==> src/rtl/multi_port_queue_pkg.sv <==
// -----------------------------------------------------------------------------
// multi_port_queue_pkg
//   Shared defaults for the multi-lane instruction queue. The pointer and count
//   widths are derived inside the queue itself from its parameters, so this
//   package only carries the default parameterisation used across the codebase.
// -----------------------------------------------------------------------------
package multi_port_queue_pkg;

   localparam int MPQ_DATA_WIDTH  = 32;
   localparam int MPQ_QUEUE_DEPTH = 16;
   localparam int MPQ_WAYS        = 2;

endpackage : multi_port_queue_pkg

==> src/rtl/multi_port_queue.sv <==
// -----------------------------------------------------------------------------
// multi_port_queue
//   Circular FIFO that accepts up to WAYS entries and releases up to WAYS
//   entries per cycle, for superscalar fetch/decode buffering. Read lanes are
//   first-word-fall-through; a single-cycle flush supports mispredict recovery.
//
// Ports
//   clk        clock
//   rst        synchronous, active-high reset (priority over flush)
//   flush      discard all contents; queue is empty next cycle
//   enq_valid  per-lane write request, contiguous from lane 0
//   enq_data   per-lane write payload
//   enq_ready  at least WAYS free slots
//   deq_valid  lane i holds entry head+i
//   deq_data   entry at head+i, zero when the lane is invalid
//   deq_cnt    entries consumed this cycle (<= popcount(deq_valid))
//   count      current occupancy
//   full       count == QUEUE_DEPTH
//   empty      count == 0
//
// Handshake: a write burst transfers on a rising edge when enq_ready is high
// and enq_valid is non-zero; the burst is taken whole or not at all. enq_ready
// depends on registered occupancy only, so a same-cycle dequeue never makes
// room for a same-cycle enqueue. On the read side deq_valid is the offer and
// deq_cnt is the consumer's acceptance, counted from lane 0.
// -----------------------------------------------------------------------------
module multi_port_queue
   import multi_port_queue_pkg::*;
#(
   parameter int DATA_WIDTH  = MPQ_DATA_WIDTH,
   parameter int QUEUE_DEPTH = MPQ_QUEUE_DEPTH,
   parameter int WAYS        = MPQ_WAYS
) (
   input  logic                                clk,
   input  logic                                rst,
   input  logic                                flush,
   input  logic [WAYS-1:0]                     enq_valid,
   input  logic [WAYS-1:0][DATA_WIDTH-1:0]     enq_data,
   output logic                                enq_ready,
   output logic [WAYS-1:0]                     deq_valid,
   output logic [WAYS-1:0][DATA_WIDTH-1:0]     deq_data,
   input  logic [$clog2(WAYS+1)-1:0]           deq_cnt,
   output logic [$clog2(QUEUE_DEPTH):0]        count,
   output logic                                full,
   output logic                                empty
);

   localparam int IW = $clog2(QUEUE_DEPTH);  // slot index width
   localparam int PW = IW + 1;               // pointer width incl. wrap bit
   localparam int DW = $clog2(WAYS + 1);     // lane-count width

   logic [DATA_WIDTH-1:0] mem [QUEUE_DEPTH];

   logic [PW-1:0] head_q, tail_q;
   logic [PW-1:0] head_d, tail_d;
   logic [DW-1:0] enq_n;
   logic [DW-1:0] deq_avail;
   logic [PW-1:0] free_slots;
   logic          enq_fire;

   // Occupancy is the pointer distance; the wrap bit makes full and empty
   // distinguishable when the slot indices coincide.
   assign count      = tail_q - head_q;
   assign empty      = (head_q == tail_q);
   assign full       = (head_q[IW-1:0] == tail_q[IW-1:0]) && (head_q[IW] != tail_q[IW]);
   assign free_slots = PW'(QUEUE_DEPTH) - count;
   assign enq_ready  = (free_slots >= PW'(WAYS));
   assign deq_avail  = (count >= PW'(WAYS)) ? DW'(WAYS) : DW'(count);

   always_comb begin
      enq_n = '0;
      for (int i = 0; i < WAYS; i++) begin
         enq_n = enq_n + DW'(enq_valid[i]);
      end
   end

   assign enq_fire = enq_ready && (enq_n != '0);

   always_comb begin
      head_d = head_q;
      tail_d = tail_q;
      if (flush) begin
         head_d = '0;
         tail_d = '0;
      end else begin
         head_d = head_q + PW'(deq_cnt);
         if (enq_fire) begin
            tail_d = tail_q + PW'(enq_n);
         end
      end
   end

   always_ff @(posedge clk) begin
      if (rst) begin
         head_q <= '0;
         tail_q <= '0;
      end else begin
         head_q <= head_d;
         tail_q <= tail_d;
      end
   end

   // Storage has no reset; stale slots are never visible because the read
   // lanes are gated by occupancy. A burst may straddle the end of the array,
   // which the modulo index handles naturally.
   always_ff @(posedge clk) begin
      if (!rst && !flush && enq_fire) begin
         for (int i = 0; i < WAYS; i++) begin
            if (enq_valid[i]) begin
               mem[IW'(tail_q + PW'(i))] <= enq_data[i];
            end
         end
      end
   end

   always_comb begin
      for (int i = 0; i < WAYS; i++) begin
         deq_valid[i] = (count > PW'(i));
         deq_data[i]  = deq_valid[i] ? mem[IW'(head_q + PW'(i))] : '0;
      end
   end

   // Protocol checks for simulation.
   always_ff @(posedge clk) begin
      if (!rst) begin
         assert (deq_cnt <= deq_avail)
            else $error("multi_port_queue: deq_cnt %0d exceeds available %0d", deq_cnt, deq_avail);
         assert ((enq_valid & (enq_valid + WAYS'(1))) == '0)
            else $error("multi_port_queue: enq_valid %b not contiguous from lane 0", enq_valid);
         assert (enq_ready || (enq_valid == '0))
            else $warning("multi_port_queue: enqueue while not ready, burst dropped");
      end
   end

endmodule : multi_port_queue

==> config.mk <==
export PLATFORM = sky130hd
export DESIGN_NAME = multi_port_queue
export DESIGN_NICKNAME = d
export VERILOG_FILES = /design/src/rtl/multi_port_queue_pkg.sv /design/src/rtl/multi_port_queue.sv
export SDC_FILE = /design/constraint.sdc
export NUM_CORES = 1
export LEC_CHECK = 0
export CAP_MARGIN = 5
export CORE_AREA = 2 2 242 244
export DETAILED_ROUTE_END_ITERATION = 8
export DIE_AREA = 0 0 244 246
export GPL_TIMING_DRIVEN = 0
export PLACE_DENSITY_LB_ADDON = 0.3
export SLEW_MARGIN = 10
export SYNTH_ARGS = -nofsm -noshare
export SYNTH_HDL_FRONTEND = slang
export SYNTH_SLANG_ARGS = --single-unit
==> constraint.sdc <==
create_clock -name clk -period 7.7 [get_ports clk]
set_input_delay 1.54 -clock clk [delete_from_list [all_inputs] [get_ports clk]]
set_output_delay 1.54 -clock clk [all_outputs]
set_load 0.005 [all_outputs]
[After elaboration in Yosys (flattened, before gate mapping)]
Memories as Yosys holds them, arrays and structs flattened. A register that Yosys moved wholly into a read port is not among the register bits.
Cells that the tools add are included.
Cells by class
  add/subtract/negate cells: 7
  multiply operators: 0
  divide/modulo/power cells: 0
  $lt $le $gt $ge: 3
  equality and inequality tests: 3
  shift-type cells: 0
  mux-type cells: 9
  bitwise logic cells: 0
  reductions and logical operators: 8
Operators with widths (number)
  2-to-1 mux 32 bit: 2
  adder 5 x 2 -> 5 bit: 2
  greater-than comparator 5 x 1 -> 1 bit (second input constant): 2
  adder 4 x 1 -> 4 bit (second input constant): 2
  2-to-1 mux 1 bit: 6
  == test 5 bit: 1
  greater-or-equal comparator 5 x 2 -> 1 bit (second input constant): 1
  subtractor 5 bit: 1
  subtractor 5 bit (first input constant): 1
  == test 4 bit: 1
  logical AND 1 bit: 4
  2-to-1 mux 4 bit: 1
  adder 1 x 1 -> 2 bit: 1
  zero test 1 bit: 2
  nonzero test 2 bit: 1
  OR reduction 2 bit: 1
  inequality test 1 bit: 1
Word-level totals
  register bits after elaboration: 10
  bits in latches: 0
  bits in writable memories: 512
  ROM bits: 0
  output and inout port bits: 74
  memories kept: 1
Memories
  mem: depth 16, bits a word 32, rd ports 2, clocked after memory_dff 1, write ports 2, RTL line multi_port_queue.sv:52  | logic [DATA_WIDTH-1:0] mem [QUEUE_DEPTH];

[Logic depth before layout (Yosys ltp)]
  depth in word-level cells: 7
  depth in mapped cells: 17
  gate-level depth less buffers: 14

[Least setup slack after synthesis]
OpenSTA, ideal clock, no wires.
  path kind: register -> register
  start: register head_q[1]
  end: memory mem[3][0] (netlist bit) (enable)
  setup time: 0.501 ns
  data arrival time: 6.105 ns
  path slack: 1.094 ns
  stages on the path, launching flop included: 16
  path buffers: 4
  period minus slack after synthesis: 6.606 ns
  cell sequence: dfxtp_1 > buf_2 > clkbuf_1 > buf_2 > inv_1 > ha_1 > nand3b_1 > and3_1 > nor2_1 > nor3b_1 > ha_1 > nor3b_1 > nand2_1 > nor2_1 > clkbuf_1 > nor4_1
RTL lines
  from (decl): RTL line multi_port_queue.sv:54  | logic [PW-1:0] head_q, tail_q;
  from (signal assigned): RTL line multi_port_queue.sv:95  | head_q <= '0;
  from (signal assigned): RTL line multi_port_queue.sv:98  | head_q <= head_d;
  to (decl): RTL line multi_port_queue.sv:52

[Worst setup path in the final report]
  start: register head_q[1]
  end: output enq_ready
Between the ends
  longest elaborated chain between the ends: 3
RTL lines
  subtractor 5 bit: RTL line multi_port_queue.sv:63  | assign count = tail_q - head_q;
  subtractor 5 bit: RTL line multi_port_queue.sv:66  | assign free_slots = PW'(QUEUE_DEPTH) - count;
  greater-or-equal comparator 5 x 2 -> 1 bit: RTL line multi_port_queue.sv:67  | assign enq_ready = (free_slots >= PW'(WAYS));
  to (decl): RTL line multi_port_queue.sv:39  | output logic enq_ready,
No other way between the ends.

==> run_results.csv <==
group,metric,value,unit
yosys,synth_top_family_by_area,"multiplexers",
clock_network,clock_latency,0.64,ns
layout,num_antenna_cells,0,
clock_network,clockBufferDepth,3,
worst_hold_path,hp-class,"register to register",
pwr,p_per_area,197,nW/um^2
sta,slew_headroom,0.110,
yosys,synth-seq-cells,522,
global_routing,antenna_found_initial,0,
worst_setup_path,crit_path_end_kind,"output pin",
layout,syn_to_final_growth,16.3,%
yosys,yosysWarnings,0,
placed_design,portBuffers,144,
global_routing,grt_start_max_net_pins,21,
flow_run,max_cap_violations,0,
sta,timing.hold.ws,0.539,ns
layout,multiInputGateArea,14700,sq um
worst_setup_path,required,6.16,ns
yosys,async_reset_ff_frac,0,
floorplanning,initial_core_util,0.544,
sta,hold_viol,0,
pwr,p_leak,11.6,nW
worst_setup_path,path_max_fanout,10,
yosys,postSynthAreaPerCell,16.8,sq um
floorplanning,ios,145,
yosys,yosysTopAreaCellShare,0.493,
layout,fin_util,0.633,
sta,worst-slew-pin-transition,1.33,ns
floorplanning,rows,88,
yosys,ys.flop_type,"edfxtp_1",
routing,drc,0,
clock_network,clkSinkCount,522,
global_routing,grt_first_pass_wirelength,146000,um
floorplanning,core,57400,sq um
clock_network,cts_root_buffer,"clkbuf_16",
clock_network,postCtsSetupBuffers,0,
sta,finalSetupViolCount,0,
routing,routed_wl,101000,um
sta,max_clock_freq,135,MHz
global_routing,grt.total_usage,0.340,
layout,design_area,36300,sq um
routing,drt-met1-wl,36200,um
yosys,synthDistinctLibCells,50,
layout,regArea,15600,sq um
routing,vias_per_cell,7.08,
routing,post_drt_wl_per_cell,34.5,um
worst_setup_path,slowest_stage,"dfxtp_1",
sta,min_period,7.39,ns
worst_setup_path,cpLargestDelayFamily,"buffers and inverters",
pwr,ir_drop,178,uV
yosys,syn_area,31200,sq um
yosys,synth-xor-area-share,0.00445,
yosys,yosysTopAreaCell,"edfxtp_1",
global_routing,grt-ovfl-total,0,
sta,slew_violations,0,
sta,finalClockSkew,0.0369,ns
floorplanning,die_w,244,um
placed_design,hpwl,69800,um
yosys,synthAdderAreaFrac,0.00794,
yosys,synth_most_common_cell,"edfxtp_1",
worst_setup_path,crit_path_start_kind,"register",
yosys,synth-simple-area-share,0.0252,
yosys,yosys-top-cells-area,"edfxtp_1 49%, mux4_2 21%, mux2_2 16%, mux2_1 2.8%, a211oi_1 1.6%",
layout,fill_cells,4035,
routing,vias,20795,
clock_network,htree_levels,2,
worst_setup_path,crit_chain,"buf_2 -> clkbuf_1 -> clkbuf_4 -> inv_1 -> ha_1 -> nand3b_1 -> and3_1 -> nor2_1 -> nor3b_1 -> ha_1 -> nor3b_1 -> nand2_1 -> nor2_2 -> clkbuf_2 -> inv_1 -> clkdlybuf4s50_1",
routing,dr_wl_met2,48100,um
yosys,synth_nets,1950,
status,outcome,"completed",
yosys,yosysSeqAreaShare,0.499,
sta,fin_ws,0.310,ns
worst_setup_path,slowest_delay,0.52,ns
floorplanning,die_area,60000,sq um
yosys,muxShareOfSynthArea,0.404,
worst_setup_path,crit_buf_inv,7,
floorplanning,die_h,246,um
placed_design,place.gp.congestion,0.869,
sta,setup_tns,0,ns
worst_setup_path,path_class,"register to output pin",
routing,route.met3.wl,11300,um
yosys,syn_inst,1861,
clock_network,hold_buffers,0,
yosys,ys_top_cells_by_count,"512 x edfxtp_1, 434 x mux2_2, 288 x mux4_2",
placed_design,dpl_cell_area,34400,sq um
clock_network,cts_tree,"built",
worst_setup_path,reg2reg_slack,1.63,ns
yosys,synth_compound_area_frac,0.0258,
routing,drtIter0Drc,2823,
global_routing,grt_pass1_vias,21550,
clock_network,cts_made_buffers,55,
sta,rsz0062_at_grt,"no",
placed_design,place_ws,0.646,ns
layout,drive_gt1_frac,0.451,
routing,firstDrtPassIters,5,
sta,min_period_over_period,0.960,
routing,top_layer_used,"met4",
layout,nets,2215,
routing,final_antenna_net_count,0,
worst_setup_path,critPathArrivalTime,5.85,ns
clock_network,path_clk_slew,0.06,ns
yosys,synth_edf_count,512,
## final cells by class
type                    instances  area share
multi-input cells            1112       0.406
plain buffers                 205      0.0267
clock inverters                34     0.00979
clock buffers                  68      0.0404
flip-flops and latches        522       0.429
well taps                     765      0.0264
repair buffers                208      0.0589
inverters                      22     0.00228
## power breakdown
part           switching [mW]  internal (mW)
combinational           0.644          0.584
clock                    1.15           1.61
sequential             0.0113           3.14
total                    1.81           5.34
## registers in the layout, summed over array words and instances (netlist names)
| register | flops |
|---|---|
| head_q | 5 |
| tail_q | 5 |
| mem | 512 |
## kinds of logic (layout without fill, tap and decap cells)
| logic type | after synthesis | count (layout) |
|---|---|---|
| multiplexers | 837 | 837 |
| flip-flops | 522 | 522 |
| buffers and inverters | 227 | 537 |
| AND/OR/NAND/NOR | 144 | 144 |
| AO/OA/AOI/OAI | 102 | 102 |
| adder cells (fa/ha/maj) | 18 | 18 |
| XOR/XNOR | 11 | 11 |
## layout by cell type (no fill, tap or decap), types with 8 or more instances in the layout
cell type	synthesis	final
buf_4	24	60
a21oi_1	10	10
buf_1	13	8
nor2_1	23	18
buf_6	6	14
ha_1	15	15
bufinv_16	0	8
clkdlybuf4s50_1	0	144
mux4_2	288	288
clkbuf_16	0	57
inv_1	21	21
mux2_1	79	79
buf_8	0	8
clkbuf_1	119	127
edfxtp_1	512	512
mux2_2	434	434
clkinv_1	0	12
clkinv_2	0	14
and2_1	36	36
buf_2	43	47
a21oi_2	8	8
dfxtp_1	10	10
mux2i_1	36	36
nor2b_1	33	33
a211oi_1	66	64
nand2_1	18	18
## through the flow
step	power, mW	instances
6_report	7.15	2936
5_1_grt	7.30	2936
4_1_cts	7.12	2936
3_5_place_dp	4.41	2834
3_3_place_gp	4.37	2770
2_1_floorplan	3.87	1861
## worst register-to-register path: stages, from the launching register on
cell	delay [ns]
dfxtp_1	0.52
buf_2	0.22
clkbuf_1	0.34
clkbuf_4	0.44
inv_1	0.19
ha_1	0.35
nand3b_1	0.12
and3_1	0.22
nor2_1	0.31
nor3b_1	0.11
ha_1	0.31
nor3b_1	0.18
nand2_1	0.27
nor2_2	0.16
clkbuf_2	0.30
nor4_2	0.94
buf_2	0.38
buf_4	0.22
buf_4	0.19
## metal layers
metal  up-vias  GRT usage
li1       8204          -
met1     10683      0.438
met2      1554      0.546
met3       354     0.0757
met4         0      0.174
met5         -          0
## final timing paths
path,depth (start not counted),from,end
worst max-delay path,16,head_q[1],enq_ready
worst min-delay path,2,tail_q[4],tail_q[4]
worst max register to register,18,head_q[1],mem[3][11]
worst min register to register,2,tail_q[4],tail_q[4]
## repair_timing
action                                  4_1_cts  5_1_grt
resized for setup                             1        2
endpoints found under the setup margin        1        1
pin swaps                                     0        0
No activity file was read; power rests on OpenSTA's default activity.
